--- config.mk ---
export PLATFORM = sky130hd
export DESIGN_NAME = first_fit_alloc_flat
export DESIGN_NICKNAME = d
export VERILOG_FILES = /design/src/rtl/first_fit_alloc_pkg.sv /design/src/rtl/first_fit_alloc_if.sv /design/src/rtl/first_fit_alloc_lsu.sv /design/src/rtl/first_fit_alloc.sv /design/src/flat_wrapper.sv
export SDC_FILE = /design/constraint.sdc
export NUM_CORES = 1
export LEC_CHECK = 0
export BUFFER_PORTS_ARGS = -buffer_cell sky130_fd_sc_hd__buf_2
export CORE_ASPECT_RATIO = 0.6
export CORE_MARGIN = 4
export CORE_UTILIZATION = 28
export DETAILED_ROUTE_END_ITERATION = 16
export PLACE_DENSITY = 0.47
export REMOVE_ABC_BUFFERS = 1
export SYNTH_ARGS = -nofsm -noshare
export SYNTH_HDL_FRONTEND = slang
export SYNTH_SLANG_ARGS = --single-unit
--- constraint.sdc ---
create_clock -name clk_i -period 9.12 [get_ports clk_i]
set_input_delay 0.912 -clock clk_i [delete_from_list [all_inputs] [get_ports clk_i]]
set_output_delay 0.912 -clock clk_i [all_outputs]
set_load 0.05 [all_outputs]
--- src/rtl/first_fit_alloc_pkg.sv ---
// Shared types for the first-fit allocator: LSU op codes, header request/response
// structs, allocator FSM states and the request-size rounding helper.
package allocator_pkg;

  localparam int DATA_W = 32;
  localparam logic [DATA_W-1:0] NULL_ADDR = '0;
  localparam logic [DATA_W-1:0] BLOCK_HEADER_SIZE = 32'd8;
  localparam int ALIGN_BYTES = 8;

  typedef enum logic [2:0] {
    LSU_NOP    = 3'd0,
    LSU_LOAD   = 3'd1,
    LSU_INSERT = 3'd2,
    LSU_DELETE = 3'd3,
    LSU_LOCK   = 3'd4,
    LSU_UNLOCK = 3'd5
  } lsu_op_e;

  typedef struct packed {
    logic              val;
    lsu_op_e           op;
    logic [DATA_W-1:0] addr;
    logic [DATA_W-1:0] size;
    logic [DATA_W-1:0] next_addr;
  } header_data_req_t;

  typedef struct packed {
    logic              val;
    logic [DATA_W-1:0] size;
    logic [DATA_W-1:0] next_addr;
  } header_data_rsp_t;

  typedef enum logic [3:0] {
    S_IDLE, S_CALC, S_LOCK, S_LOAD_HEAD, S_LOAD_CUR, S_CHECK,
    S_SPLIT_REM, S_SPLIT_NEW, S_UNLINK, S_UNLOCK, S_RESPOND
  } alloc_state_e;

  // Bit DATA_W of the result flags overflow of the rounded size plus header.
  function automatic logic [DATA_W:0] calc_need(input logic [DATA_W-1:0] size);
    logic [DATA_W:0] mask;
    logic [DATA_W:0] rounded;
    mask    = (DATA_W+1)'(ALIGN_BYTES - 1);
    rounded = ({1'b0, size} + mask) & ~mask;
    return rounded + {1'b0, BLOCK_HEADER_SIZE};
  endfunction

endpackage

--- src/rtl/first_fit_alloc_if.sv ---
// Allocation request/response handshake bundle between a client and the allocator.
interface first_fit_alloc_if;
  import allocator_pkg::*;

  logic              req_val;
  logic              req_rdy;
  logic [DATA_W-1:0] req_size;
  logic              rsp_val;
  logic              rsp_rdy;
  logic [DATA_W-1:0] rsp_addr;
  logic              rsp_ok;

  modport master (output req_val, req_size, rsp_rdy,
                  input  req_rdy, rsp_val, rsp_addr, rsp_ok);
  modport slave  (input  req_val, req_size, rsp_rdy,
                  output req_rdy, rsp_val, rsp_addr, rsp_ok);
endinterface

--- src/rtl/first_fit_alloc_lsu.sv ---
// Single-outstanding LSU port: latches a command on start_i, holds val until the
// LSU accepts, then waits for the response with lsu_rsp_rdy_o high.
module lsu_req_port
  import allocator_pkg::*;
(
  input  logic             clk_i,
  input  logic             rst_i,
  input  logic             start_i,
  input  header_data_req_t req_i,
  output logic             done_o,
  output header_data_rsp_t rsp_o,
  output header_data_req_t lsu_req_o,
  input  logic             lsu_ready_i,
  input  header_data_rsp_t lsu_rsp_i,
  output logic             lsu_rsp_rdy_o
);

  typedef enum logic [1:0] {P_IDLE, P_ISSUE, P_WAIT} port_state_e;

  port_state_e      state_q, state_d;
  header_data_req_t req_q, req_d;

  always_ff @(posedge clk_i) begin
    if (rst_i) begin
      state_q <= P_IDLE;
      req_q   <= '0;
    end else begin
      state_q <= state_d;
      req_q   <= req_d;
    end
  end

  always_comb begin
    state_d       = state_q;
    req_d         = req_q;
    done_o        = 1'b0;
    lsu_req_o     = '0;
    lsu_rsp_rdy_o = 1'b0;
    rsp_o         = lsu_rsp_i;
    case (state_q)
      P_IDLE: begin
        if (start_i) begin
          req_d     = req_i;
          req_d.val = 1'b1;
          state_d   = P_ISSUE;
        end
      end
      P_ISSUE: begin
        lsu_req_o = req_q;
        if (lsu_ready_i) state_d = P_WAIT;
      end
      P_WAIT: begin
        lsu_rsp_rdy_o = 1'b1;
        if (lsu_rsp_i.val) begin
          done_o  = 1'b1;
          state_d = P_IDLE;
        end
      end
      default: state_d = P_IDLE;
    endcase
  end

endmodule

--- src/rtl/first_fit_alloc.sv ---
// First-fit free-list allocator walking block headers through an LSU.
// Define ALLOC_LOCK_EN to bracket each list walk with LOCK/UNLOCK on the list head.
module first_fit_alloc
  import allocator_pkg::*;
#(
  parameter logic [DATA_W-1:0] FREE_LIST_HEAD = 'h0,
  parameter int unsigned       MIN_SPLIT      = 32,
  parameter int unsigned       MAX_WALK       = 1024
) (
  input  logic                clk_i,
  input  logic                rst_i,
  first_fit_alloc_if.slave    bus,
  output header_data_req_t    lsu_req_o,
  input  logic                lsu_ready_i,
  input  header_data_rsp_t    lsu_rsp_i,
  output logic                lsu_rsp_rdy_o
);

  localparam int WALK_W = $clog2(MAX_WALK + 1);
`ifdef ALLOC_LOCK_EN
  localparam alloc_state_e S_FIRST = S_LOCK;
  localparam alloc_state_e S_LAST  = S_UNLOCK;
`else
  localparam alloc_state_e S_FIRST = S_LOAD_HEAD;
  localparam alloc_state_e S_LAST  = S_RESPOND;
`endif

  alloc_state_e      state_q, state_d;
  logic [DATA_W-1:0] size_q, size_d, need_q, need_d;
  logic [DATA_W-1:0] prev_q, prev_d, cur_q, cur_d;
  logic [DATA_W-1:0] cur_size_q, cur_size_d, cur_next_q, cur_next_d;
  logic [DATA_W-1:0] blk_q, blk_d;
  logic [WALK_W-1:0] walk_q, walk_d;
  logic              ok_q, ok_d, pend_q, pend_d;

  logic              start, lsu_done, op_done, fits;
  header_data_req_t  cmd;
  header_data_rsp_t  lsu_rsp;
  logic [DATA_W:0]   need_calc;
  logic [DATA_W-1:0] rem;

  lsu_req_port u_port (
    .clk_i, .rst_i,
    .start_i(start), .req_i(cmd), .done_o(lsu_done), .rsp_o(lsu_rsp),
    .lsu_req_o, .lsu_ready_i, .lsu_rsp_i, .lsu_rsp_rdy_o
  );

  assign op_done   = lsu_done & lsu_rsp.val;
  assign need_calc = calc_need(size_q);
  assign fits      = cur_size_q >= need_q;
  assign rem       = fits ? (cur_size_q - need_q) : '0;

  assign bus.req_rdy  = (state_q == S_IDLE);
  assign bus.rsp_val  = (state_q == S_RESPOND);
  assign bus.rsp_ok   = ok_q;
  assign bus.rsp_addr = ok_q ? (blk_q + BLOCK_HEADER_SIZE) : '0;

  always_ff @(posedge clk_i) begin
    if (rst_i) begin
      state_q <= S_IDLE;  size_q <= '0;  need_q <= '0;
      prev_q <= '0;  cur_q <= '0;  cur_size_q <= '0;  cur_next_q <= '0;
      blk_q <= '0;  walk_q <= '0;  ok_q <= 1'b0;  pend_q <= 1'b0;
    end else begin
      state_q <= state_d;  size_q <= size_d;  need_q <= need_d;
      prev_q <= prev_d;  cur_q <= cur_d;  cur_size_q <= cur_size_d;  cur_next_q <= cur_next_d;
      blk_q <= blk_d;  walk_q <= walk_d;  ok_q <= ok_d;  pend_q <= pend_d;
    end
  end

  always_comb begin
    state_d = state_q;  size_d = size_q;  need_d = need_q;
    prev_d = prev_q;  cur_d = cur_q;  cur_size_d = cur_size_q;  cur_next_d = cur_next_q;
    blk_d = blk_q;  walk_d = walk_q;  ok_d = ok_q;  pend_d = pend_q;
    start = 1'b0;
    cmd = '0;
    cmd.val = 1'b1;
    case (state_q)
      S_LOCK:      begin cmd.op = LSU_LOCK;   cmd.addr = FREE_LIST_HEAD; end
      S_LOAD_HEAD: begin cmd.op = LSU_LOAD;   cmd.addr = FREE_LIST_HEAD; end
      S_LOAD_CUR:  begin cmd.op = LSU_LOAD;   cmd.addr = cur_q; end
      S_SPLIT_REM: begin cmd.op = LSU_INSERT; cmd.addr = cur_q; cmd.size = rem;
                         cmd.next_addr = cur_next_q; end
      S_SPLIT_NEW: begin cmd.op = LSU_INSERT; cmd.addr = cur_q + rem; cmd.size = need_q;
                         cmd.next_addr = NULL_ADDR; end
      S_UNLINK:    begin cmd.op = LSU_DELETE; cmd.addr = prev_q; cmd.next_addr = cur_next_q; end
      S_UNLOCK:    begin cmd.op = LSU_UNLOCK; cmd.addr = FREE_LIST_HEAD; end
      default:     cmd = '0;
    endcase
    // Every state with a command issues it exactly once, then waits for completion.
    if (cmd.op != LSU_NOP) begin
      if (!pend_q) begin
        start  = 1'b1;
        pend_d = 1'b1;
      end else if (op_done) begin
        pend_d = 1'b0;
      end
    end
    case (state_q)
      S_IDLE: if (bus.req_val) begin
        size_d = bus.req_size;  ok_d = 1'b0;  walk_d = '0;  blk_d = '0;
        state_d = S_CALC;
      end
      S_CALC: begin
        need_d = need_calc[DATA_W-1:0];
        state_d = (size_q == '0 || need_calc[DATA_W]) ? S_RESPOND : S_FIRST;
      end
      S_LOCK: if (op_done) state_d = S_LOAD_HEAD;
      S_LOAD_HEAD: if (op_done) begin
        prev_d  = FREE_LIST_HEAD;
        cur_d   = lsu_rsp.next_addr;
        state_d = (lsu_rsp.next_addr == NULL_ADDR) ? S_LAST : S_LOAD_CUR;
      end
      S_LOAD_CUR: if (op_done) begin
        cur_size_d = lsu_rsp.size;
        cur_next_d = lsu_rsp.next_addr;
        state_d    = S_CHECK;
      end
      S_CHECK: begin
        if (fits) begin
          state_d = (rem >= DATA_W'(MIN_SPLIT)) ? S_SPLIT_REM : S_UNLINK;
        end else begin
          prev_d  = cur_q;
          cur_d   = cur_next_q;
          walk_d  = walk_q + WALK_W'(1);
          state_d = (cur_next_q == NULL_ADDR || walk_d == WALK_W'(MAX_WALK)) ? S_LAST : S_LOAD_CUR;
        end
      end
      S_SPLIT_REM: if (op_done) state_d = S_SPLIT_NEW;
      S_SPLIT_NEW: if (op_done) begin
        blk_d = cur_q + rem;  ok_d = 1'b1;  state_d = S_LAST;
      end
      S_UNLINK: if (op_done) begin
        blk_d = cur_q;  ok_d = 1'b1;  state_d = S_LAST;
      end
      S_UNLOCK: if (op_done) state_d = S_RESPOND;
      S_RESPOND: if (bus.rsp_rdy) state_d = S_IDLE;
      default: state_d = S_IDLE;
    endcase
  end

endmodule
--- src/flat_wrapper.sv ---
// flat-port wrapper written by rule: the top's interface ports become plain ports
module first_fit_alloc_flat import allocator_pkg::*;
#(
  parameter logic [DATA_W-1:0] FREE_LIST_HEAD = 'h0,
  parameter int unsigned       MIN_SPLIT      = 32,
  parameter int unsigned       MAX_WALK       = 1024
)
  (clk_i, rst_i, lsu_req_o, lsu_ready_i, lsu_rsp_i, lsu_rsp_rdy_o, bus_req_val, bus_req_size, bus_rsp_rdy, bus_req_rdy, bus_rsp_val, bus_rsp_addr, bus_rsp_ok);
  first_fit_alloc_if bus_i ();
  input  logic clk_i;
  input  logic rst_i;
  output header_data_req_t lsu_req_o;
  input  logic lsu_ready_i;
  input  header_data_rsp_t lsu_rsp_i;
  output logic lsu_rsp_rdy_o;
  input wire logic [$bits(bus_i.req_val)-1:0] bus_req_val;
  input wire logic [$bits(bus_i.req_size)-1:0] bus_req_size;
  input wire logic [$bits(bus_i.rsp_rdy)-1:0] bus_rsp_rdy;
  output wire logic [$bits(bus_i.req_rdy)-1:0] bus_req_rdy;
  output wire logic [$bits(bus_i.rsp_val)-1:0] bus_rsp_val;
  output wire logic [$bits(bus_i.rsp_addr)-1:0] bus_rsp_addr;
  output wire logic [$bits(bus_i.rsp_ok)-1:0] bus_rsp_ok;
  assign bus_i.req_val = bus_req_val;
  assign bus_i.req_size = bus_req_size;
  assign bus_i.rsp_rdy = bus_rsp_rdy;
  assign bus_req_rdy = bus_i.req_rdy;
  assign bus_rsp_val = bus_i.rsp_val;
  assign bus_rsp_addr = bus_i.rsp_addr;
  assign bus_rsp_ok = bus_i.rsp_ok;
  first_fit_alloc #(.FREE_LIST_HEAD(FREE_LIST_HEAD), .MIN_SPLIT(MIN_SPLIT), .MAX_WALK(MAX_WALK)) u_core (.clk_i(clk_i), .rst_i(rst_i), .bus(bus_i), .lsu_req_o(lsu_req_o), .lsu_ready_i(lsu_ready_i), .lsu_rsp_i(lsu_rsp_i), .lsu_rsp_rdy_o(lsu_rsp_rdy_o));
endmodule
Yosys cells after proc, flatten, opt, wreduce, memory -nomap -nowiden:

Index checks and enable logic that the tools add are counted.

* equality and inequality tests: 27
* bitwise operators: 1
* $add $sub $neg: 6
* magnitude comparators: 2
* mux-type cells: 46
* reductions and logical operators: 24

Operator list (count)
* 32-bit two-way mux: 10
* 35-bit case mux with 7 select lines: 1
* 32-bit case mux with 2 select lines: 3
* 100-bit two-way mux: 1
* 32-bit logical NOT: 3
* 32-bit case mux with 3 select lines: 1
* 4-bit two-way mux: 12
* 4-bit case mux with 9 select lines: 1
* 32-bit by 3-bit adder with 33-bit output (second input constant): 1
* 33-bit by 4-bit adder with 33-bit output (second input constant): 1
* 32-bit adder: 1
* 32-bit by 4-bit adder with 32-bit output (second input constant): 1
* 32-bit >= comparator: 1
* 32-bit by 6-bit >= comparator with 1-bit output (second input constant): 1
* 32-bit subtractor: 1
* 11-bit two-way mux: 2
* 11-bit case mux with 2 select lines: 1
* 2-bit by 1-bit != test with 1-bit output (second input constant): 9
* 4-bit by 3-bit equality test with 1-bit output (second input constant): 4
* 4-bit equality test (second input constant): 3
* 3-bit AND reduction: 4
* 11-bit by 1-bit adder with 11-bit output (second input constant): 1
* 11-bit equality test (second input constant): 1
* 2-bit != test (second input constant): 5
* other kinds (19): 37

* output and inout bits: 136
* logic and storage cells: 123
* register bits: 343
* input port bits: 102

Longest topological paths before layout:

Gate-level depths: netlist of run 1.

* depth after elaboration: 8
* gate-level depth with buffers: 27
* mapped depth without buffers: 26

Cells and area by module:

Synthesis of run 1 repeated with hierarchy kept, for this count alone.

* cells, all modules: 2804
* area, all modules: 21385.5 µm²

Modules (own cells, without submodules)
* first_fit_alloc: instances 1, cells an instance 2186, sequential area each 4764.6 µm², area each 15671.3 µm²
* lsu_req_port: instances 1, cells an instance 618, sequential area each 2042.0 µm², area each 5714.2 µm²

Worst setup path after synthesis of run 1:

OpenSTA, ideal clock, no wires.

* path type: register -> register
* start: register u_core.need_q[13]
* end: register u_core.blk_q[30]
* required time: 9025 ps
* library setup time: 95 ps
* slack: 3823 ps
* cell stages (with the launch flop): 25
* clock period less this slack: 5297 ps
* arrival: 5202 ps
* buffers on the path: 3
* path through: dfxtp_1 > inv_1 > ha_1 > nand2_1 > or4_4 > a31oi_4 > o22ai_4 > nand2_1 > buf_2 > buf_1 > clkbuf_1 > nand2_1 > xnor2_1 > ha_1 > a21o_1 > maj3_1 > o21ai_0 > or2_2 > o32ai_4 > a21oi_2 > o31ai_4 > a31oi_4 > and4_4 > a211oi_2 > a221oi_1

* cells in the longest elaborated chain, start to end: 5
* elaborated cells on any way between the ends: 6
* classes of those cells: 2 x add/sub; 1 x order compare; 3 x mux

Ends and longest elaborated chain
* start, declared: line first_fit_alloc.sv:29 `logic [DATA_W-1:0] size_q, size_d, need_q, need_d;`
* start signal, assigned: line first_fit_alloc.sv:64 `state_q <= state_d; size_q <= size_d; need_q <= need_d;`
* 32-bit subtractor or 32-bit >= comparator (tied branches): line first_fit_alloc.sv:51, first_fit_alloc.sv:50
* 32-bit two-way mux (*): line first_fit_alloc.sv:51 `assign rem = fits ? (cur_size_q - need_q) : '0;`
* 32-bit adder (*): line first_fit_alloc.sv:130 `blk_d = cur_q + rem; ok_d = 1'b1; state_d = S_LAST;`
* 32-bit two-way mux (*): line first_fit_alloc.sv:129 `S_SPLIT_NEW: if (op_done) begin`
* 32-bit case mux with 3 select lines (*): line first_fit_alloc.sv:98 `case (state_q)`
* end signal, assigned: line first_fit_alloc.sv:66 `blk_q <= blk_d; walk_q <= walk_d; ok_q <= ok_d; pend_q <= pend_d;`
* end, declared: line first_fit_alloc.sv:32 `logic [DATA_W-1:0] blk_q, blk_d;`

Mark *: on every way between the ends. The rest lies on a longest branch, timed or not. The select of a mux whose other input is x is not followed.
A chain may end at the register's enable or synchronous reset.

Final worst setup path of run 1:

* start: register u_core.need_q[31]
* end: register u_core.blk_q[28]

* cells in the longest elaborated chain, start to end: 5

Ends and longest elaborated chain
* 32-bit >= comparator: line first_fit_alloc.sv:50 `assign fits = cur_size_q >= need_q;`
* 32-bit two-way mux: line first_fit_alloc.sv:51
* 32-bit adder: line first_fit_alloc.sv:130
* 32-bit two-way mux: line first_fit_alloc.sv:129
* 32-bit case mux with 3 select lines: line first_fit_alloc.sv:98

No other way between the ends. The select of a mux whose other input is x is not followed.

==> results.txt, run 1 <==
Dominant combinational cell family by area after synthesis - simple AND/OR/NAND/NOR gates
Sw Pwr - 2.71 mW
Total leakage power - 8.92 nW
Number of max-slew violations in the final report - 0
Type of the worst min-delay path - reg2reg
Share of synthesized area spent on multiplexers - 0.458%
Area share of the leading cell type in the synthesized netlist - 33.7%
Die outline area - 76700 sq um
First-pass GRT wire length - 117 mm
Switching share of power - 43.7%
Worst EP arrival - 6.47 ns
Remaining antenna violation count after routing - 0
Critical path's largest stage delay - 0.80 ns
Most common cell in the netlist - nand2_1
CTS root buf - clkbuf_16
Highest routed layer - met5
Number of buffers added to fix hold violations after cts - 0
EDFF count, synth - 0
Routed vias - 20500
Maximum clock frequency - 0.166 GHz
Cell types with the largest area share after synthesis - dfxtp_1 (34%), nand2_1 (9.0%), a21oi_1 (6.6%)
Share of the synthesized area in compound gates (AO/OA/AOI/OAI) - 23.3%
Worst path cell trace - inv_1, ha_1, nand2_1, o21ai_0, a211o_1, o22ai_4, nand2_1, buf_4, and2_1, ha_1, ha_1, a21o_1, maj3_1, o21ai_0, or2_2, o32ai_4, a211oi_1, o41ai_2, a21o_2, a21oi_1, nor3b_1, a211oi_1
Drt wl/cell - 20.1 um
Critical Path Slowest Stage Cell - o21ai_0
Final worst path period need - 6.03 ns
Final WS setup - 3.09 ns
Global route total overflow - 0
X dimension of the die - 355 um
Max rail drop VDD - 210 uV
Net count reported at finish - 2983
Post-route DRC - 0
Placeable core region - 71600 sq um
Share of the clock period used by the worst path - 66.2%
Sequential share of the synthesized area - 33.7%
Number of hold-slack violations in the final timing report - 0
Number of global-route vias before repair - 19300
Unrepaired setup endpoints after global routing - no
Post-synth top flop - dfxtp_1
Mapped cell area - 20200 sq um
Buffers on Ports - 237
Share of power burned in registers - 31.0%
Per-instance average area after synthesis - 7.44 sq um
Gp weighted congestion - 0.885
Critical path class - reg2reg
Kind of start point of the critical path - register
Detailed router's first-iteration violation count - 1807
Area delta synth->final - 16.1%
Fraction of final layout cells sized beyond drive strength 1 - 13.9%
Setup-failing EPs final - 0
Most numerous cell on the critical path - ha_1
Post-synth ARST share - 0%
Post-synthesis share of cell area spent on xor and xnor gates - 4.97%
Estimated wirelength of the detail-placed design - 55.8 mm
TritonCTS clock tree - yes
Routed metal-1 wire length - 39.0 mm
End-of-flow core utilization - 32.8%
Ratio of routed vias to standard cells - 5.34
Worst-Margin Slew - 1.28 ns
CTS H-Tree Depth - 2
Number of maximum-capacitance violations - 0
Worst-path maximum fanout - 31
Simple-gate area share of the yosys netlist - 28.6%
Post-CTS Setup Inserts - 0
Power Internal - 3.49 mW
Maximum clock path buffer count - 3
Starting Density - 28.2%
Met2 WL post-DR - 31.4 mm
Global router's overall resource usage - 19.3%
Seq cells post-synth - 340
Slack of the worst reg-to-reg path - 3.09 ns
Fill count - 7696
Critical path buffers and inverters - 2
Combinational share of power - 41.9%
Antenna Diode Count - 0
CTS resizes - 0
Die outline height - 216 um
Synth area leader - dfxtp_1
Top cells by count, synth - nand2_1 (486), dfxtp_1 (340), a21oi_1 (267)
DRT Pass-1 Iters - 5
Post-Synth Adder-Cell Area - 4.07%
Kind of end point of the critical path - register
Data required time of the worst path - 9.56 ns
Initial antenna violation count - 1
Pre-CTS setup slack - 3.14 ns
Maximum number of pins on one net before global-route repair - 102
Layout Skew - 0.0154 ns
Areal power density over the cells - 264 nW/um^2
Total wire length after detailed routing - 76.9 mm
Post-route setup TNS - 0 ns
Outcome - finished clean
Yosys warning count - 0
WL met3 - 5.12 mm
Clock network latency to the later pin of the worst-skew pair - 0.58 ns
Family of cells with the greatest summed delay on the critical path - compound AO/OA/AOI/OAI gates
Worst slew slack as a fraction of its limit - 14.7%
Number of sinks on the clock net - 340
Clock power frac - 27.1%
Row Count - 76
I/O pin total - 238
Number of buffers created by CTS - 40
Register clock-pin slew on the reported worst setup and hold paths - 0.07 ns
Count of different cell masters after synthesis - 103
Number of cells produced by synthesis - 2720
[tightest hold or removal path, delay by kind of cell (launching register included)]
kind               cells  cell delay (ns)
DFF                    1             0.30
and+or+nand+nor        1             0.05
AOI/OAI and AO/OA      1             0.05
[registers in the layout (all words and copies together), names as in the netlist]
signal and flops:
u_core.size_q 32, u_core.state_q 4, u_core.u_port.state_q 2, u_core.u_port.req_q 100
u_core.cur_size_q 32, u_core.walk_q 11, u_core.blk_q 32, u_core.prev_q 32
u_core.cur_next_q 32, u_core.pend_q 1, u_core.cur_q 32, u_core.need_q 29
u_core.bus.rsp_ok 1
[final timing paths]
path / from / to / cells past startpoint
setup / recovery: u_core.need_q[31] / u_core.blk_q[28] / 22
hold / removal: u_core.u_port.req_q[17] / u_core.u_port.req_q[17] / 2
setup reg to reg: u_core.need_q[31] / u_core.blk_q[28] / 22
hold reg to reg: u_core.u_port.req_q[17] / u_core.u_port.req_q[17] / 2
[area by class of cell]
| cell class | count | area [sq um] | share of cell area (%) |
|---|---|---|---|
| Clock buffer | 59 | 1170 | 5.00 |
| Sequential cell | 340 | 6810 | 29.0 |
| Inverter | 55 | 206 | 0.879 |
| Clock inverter | 13 | 159 | 0.677 |
| Tap cell | 975 | 1220 | 5.20 |
| Timing Repair Buffer | 267 | 1420 | 6.05 |
| Multi-Input combinational cell | 2119 | 12500 | 53.2 |
[logic make-up after synthesis]
family,count (synthesis)
AND/OR/NAND/NOR,1230
AO/OA/AOI/OAI,702
flip-flops,340
buffers and inverters,261
XOR/XNOR,111
adder cells (fa/ha/maj),67
multiplexers,9
[power by group through the flow]
| stage | Clock, mW | Combinational [mW] | Sequential [mW] |
|---|---|---|---|
| floorplan | 0 | 1.76 | 1.86 |
| global placement | 0 | 2.56 | 1.94 |
| detailed placement | 0 | 2.57 | 1.95 |
| CTS | 1.72 | 2.59 | 1.92 |
| global route | 1.78 | 2.85 | 1.95 |
| finish | 1.68 | 2.59 | 1.92 |
[stage by stage]
step / hold WS (ns) / instances / instance area (sq um) / power [mW]
after floorplan: 0.421 / 2514 / 19400 / 3.62
after global placement: 0.438 / 3756 / 22100 / 4.51
after detailed placement: 0.441 / 3756 / 22100 / 4.52
after CTS: 0.449 / 3828 / 23500 / 6.23
after global routing: 0.463 / 3828 / 23500 / 6.58
final: 0.447 / 3828 / 23500 / 6.19
[placed cells by master (no fill, tap or decap), drive strengths merged, types with 10 or more instances in the layout]
cell type  count
nand2        486
dfxtp        340
a21oi        271
buf          267
nor2         224
and2         151
nand3        149
a211oi        83
xnor2         78
o21ai         65
clkbuf        59
inv           58
ha            57
nor3          50
a31oi         47
a311oi        39
a21o          37
nor4          34
xor2          33
nand4         29
a221oi        27
and3          24
nand2b        23
nor2b         13
o211ai        13
o22ai         12
or2           11
or3           10
[routing by layer]
metal / global-route usage, % / vias to the layer above
li1: - / 9830
met1: 29.3 / 9923
met2: 27.8 / 618
met3: 3.90 / 81
met4: 4.09 / 2
met5: 0 / -
(Power assumes the default switching activity.)
==> run 2, diff against run 1 <==
Settings changed: PLACE_DENSITY 0.47 to 0.49.
Clock period 9.12 ns to 5.5 ns, I/O delays scaled along.
==> results.txt, run 2 (synthesis results as in run 1) <==
Kind of end point of the critical path - register
CTS root buf - clkbuf_16
Maximum clock frequency - 0.194 GHz (+17%)
Routed vias - 20100 (-1.9%)
Most numerous cell on the critical path - ha_1
Setup-failing EPs final - 0 (unchanged)
Sw Pwr - 4.50 mW (+66%)
Number of max-slew violations in the final report - 0 (unchanged)
First-pass GRT wire length - 117 mm (-0.49%)
Post-route DRC - 0 (unchanged)
Placeable core region - 71600 sq um (unchanged)
Remaining antenna violation count after routing - 0 (unchanged)
Unrepaired setup endpoints after global routing - yes
CTS resizes - 0 (unchanged)
Power Internal - 5.96 mW (+71%)
Number of sinks on the clock net - 340 (unchanged)
Ratio of routed vias to standard cells - 5.19 (-2.9%)
Clock network latency to the later pin of the worst-skew pair - 0.58 ns (about the same)
Worst-Margin Slew - 1.22 ns (-0.0506 ns)
Number of hold-slack violations in the final timing report - 0 (unchanged)
Number of buffers created by CTS - 39 (-2.5%)
Number of instances in the placed design - 3798 (+1.1%)
Share of the clock period used by the worst path - 93.6% (+27 points)
Final instance area - 24000 sq um (+2.0%)
Number of flip-flops in the largest register - 100 (unchanged)
Initial antenna violation count - 3 (+2)
Max rail drop VDD - 389 uV (+86%)
Non-filler cells in the finished layout - 3868 (+1.0%)
Net count reported at finish - 3024 (+1.4%)
Layout Skew - 0.0218 ns (+0.00633 ns)
Family of cells with the greatest summed delay on the critical path - compound AO/OA/AOI/OAI gates
Total leakage power - 9.17 nW (+2.7%)
Post-layout power - 10.5 mW (+69%)
Final worst path period need - 5.15 ns (-0.888 ns)
Share of power burned in registers - 30.5% (-0.5 points)
I/O pin total - 238 (unchanged)
Worst slew slack as a fraction of its limit - 18.2% (+3.5 points)
Worst path cell trace - inv_1, ha_1, a21oi_1, o21ai_0, a211o_1, o22ai_4, nand2_1, and2_1, ha_1, ha_1, a21o_1, maj3_1, o21ai_0, or2_2, o32ai_4, a21oi_2, o31ai_4, a31oi_4, mux2i_1, o311a_1, a211oi_1
Starting Density - 28.2% (unchanged)
Clock power frac - 27.2% (about the same)
End-of-flow core utilization - 33.5% (+0.66 points)
Row Count - 76 (unchanged)
Critical path's largest stage delay - 0.39 ns (-0.41 ns)
Critical Path Slowest Stage Cell - a211o_1
Final WS setup - 0.354 ns (-2.73 ns)
Number of global-route vias before repair - 18800 (-2.8%)
Buffers on Ports - 237 (unchanged)
Kind of start point of the critical path - register
Worst-path maximum fanout - 6 (-81%)
Maximum number of pins on one net before global-route repair - 146 (+43%)
Die outline area - 76700 sq um (unchanged)
Maximum clock path buffer count - 3 (unchanged)
Placed inst area - 22500 sq um (+1.7%)
Global router's overall resource usage - 19.2% (about the same)
Outcome - finished clean
Die outline height - 216 um (unchanged)
Gp weighted congestion - 0.862 (-2.7%)
Register name with the most flops - u_core.u_port.req_q
X dimension of the die - 355 um (unchanged)
CTS H-Tree Depth - 2 (unchanged)
Post-CTS Setup Inserts - 0 (unchanged)
TritonCTS clock tree - yes
Critical path buffers and inverters - 1 (-1)
Type of the worst min-delay path - in2reg
Drt wl/cell - 19.7 um (-1.8%)
Switching share of power - 43.0% (-0.75 points)
Areal power density over the cells - 437 nW/um^2 (+66%)
Global route total overflow - 0 (unchanged)
Leading cell types in the layout, fill and taps excluded - nand2_1 (485), dfxtp_1 (340), a21oi_1 (261)
Fill count - 7776 (+1.0%)
Area delta synth->final - 18.4%
Fraction of final layout cells sized beyond drive strength 1 - 15.7% (+1.8 points)
Number of maximum-capacitance violations - 0 (unchanged)
Detailed router's first-iteration violation count - 1726 (-4.5%)
Worst EP arrival - 5.56 ns (-0.91 ns)
Combinational share of power - 42.3% (+0.4 points)
DRT Pass-1 Iters - 6 (+1)
Pre-CTS setup slack - 0.220 ns (-2.92 ns)
Slack of the worst reg-to-reg path - 0.35 ns (-2.73 ns)
Total wire length after detailed routing - 76.3 mm (-0.81%)
Critical path class - reg2reg
Estimated wirelength of the detail-placed design - 55.1 mm (-1.4%)
Commonest non-fill, non-tap cell in the layout - nand2_1
Register clock-pin slew on the reported worst setup and hold paths - 0.06 ns (about the same)
Data required time of the worst path - 5.91 ns (-3.65 ns)
Number of buffers added to fix hold violations after cts - 0 (unchanged)
==> run 2: cell count changes in the layout (fill, tap and decap cells not counted), moves of 3 or more <==
cell	delta
buf_4	+37
clkbuf_1	-6
a21oi_1	-5
a21oi_2	+5
buf_12	+5
inv_6	+3
==> run 2: path summary, 6_finish.rpt <==
check / endpoint / cells after the start / from
setup / recovery: u_core.blk_q[26] / 21 / u_core.need_q[31]
hold / removal: u_core.size_q[26] / 3 / bus_req_size[26]
setup reg to reg: u_core.blk_q[26] / 21 / u_core.need_q[31]
hold reg to reg: u_core.u_port.req_q[3] / 2 / u_core.u_port.req_q[3]
==> run 2: through the flow <==
stage                     hold WS (ns)  TNS, ns
final                            0.210        0
after floorplan                  0.421        0
after global routing             0.202  -0.0457
after CTS                        0.178        0
after global placement           0.441        0
after detailed placement         0.441        0
==> run 2: cell type report <==
| class | count | area, sq um | area share, % |
|---|---|---|---|
| diodes | 1 | 2.50 | 0.0104 |
| repair buffers | 309 | 1800 | 7.51 |
| inverters | 55 | 206 | 0.862 |
| flip-flops and latches | 340 | 6810 | 28.4 |
| well taps | 975 | 1220 | 5.09 |
| clock buffers | 53 | 1130 | 4.71 |
| multi-input cells | 2119 | 12600 | 52.4 |
| clock inverters | 16 | 234 | 0.977 |
==> run 2: per-layer routing <==
metal | routed length, um | up-vias | global-route usage (%)
met5 | 12 | - | 0
met1 | 40400 | 9546 | 30.5
li1 | - | 9924 | -
met2 | 30400 | 534 | 26.9
met4 | 761 | 2 | 2.92
met3 | 4660 | 59 | 3.56
==> run 2: power groups by stage <==
stage                     clock (mW)  sequential [mW]  combinational (mW)
after floorplan                    0             3.09                2.92
after global placement             0             3.25                4.38
after detailed placement           0             3.24                4.37
after CTS                       2.91             3.19                4.39
after global routing            3.01             3.25                4.89
final                           2.84             3.19                4.42
==> run 2: tightest hold or removal path, delay by kind of cell <==
kind,cells,cell delay (ns)
buf+inv,1,0.09
compound gates,1,0.05
simple gates,1,0.04
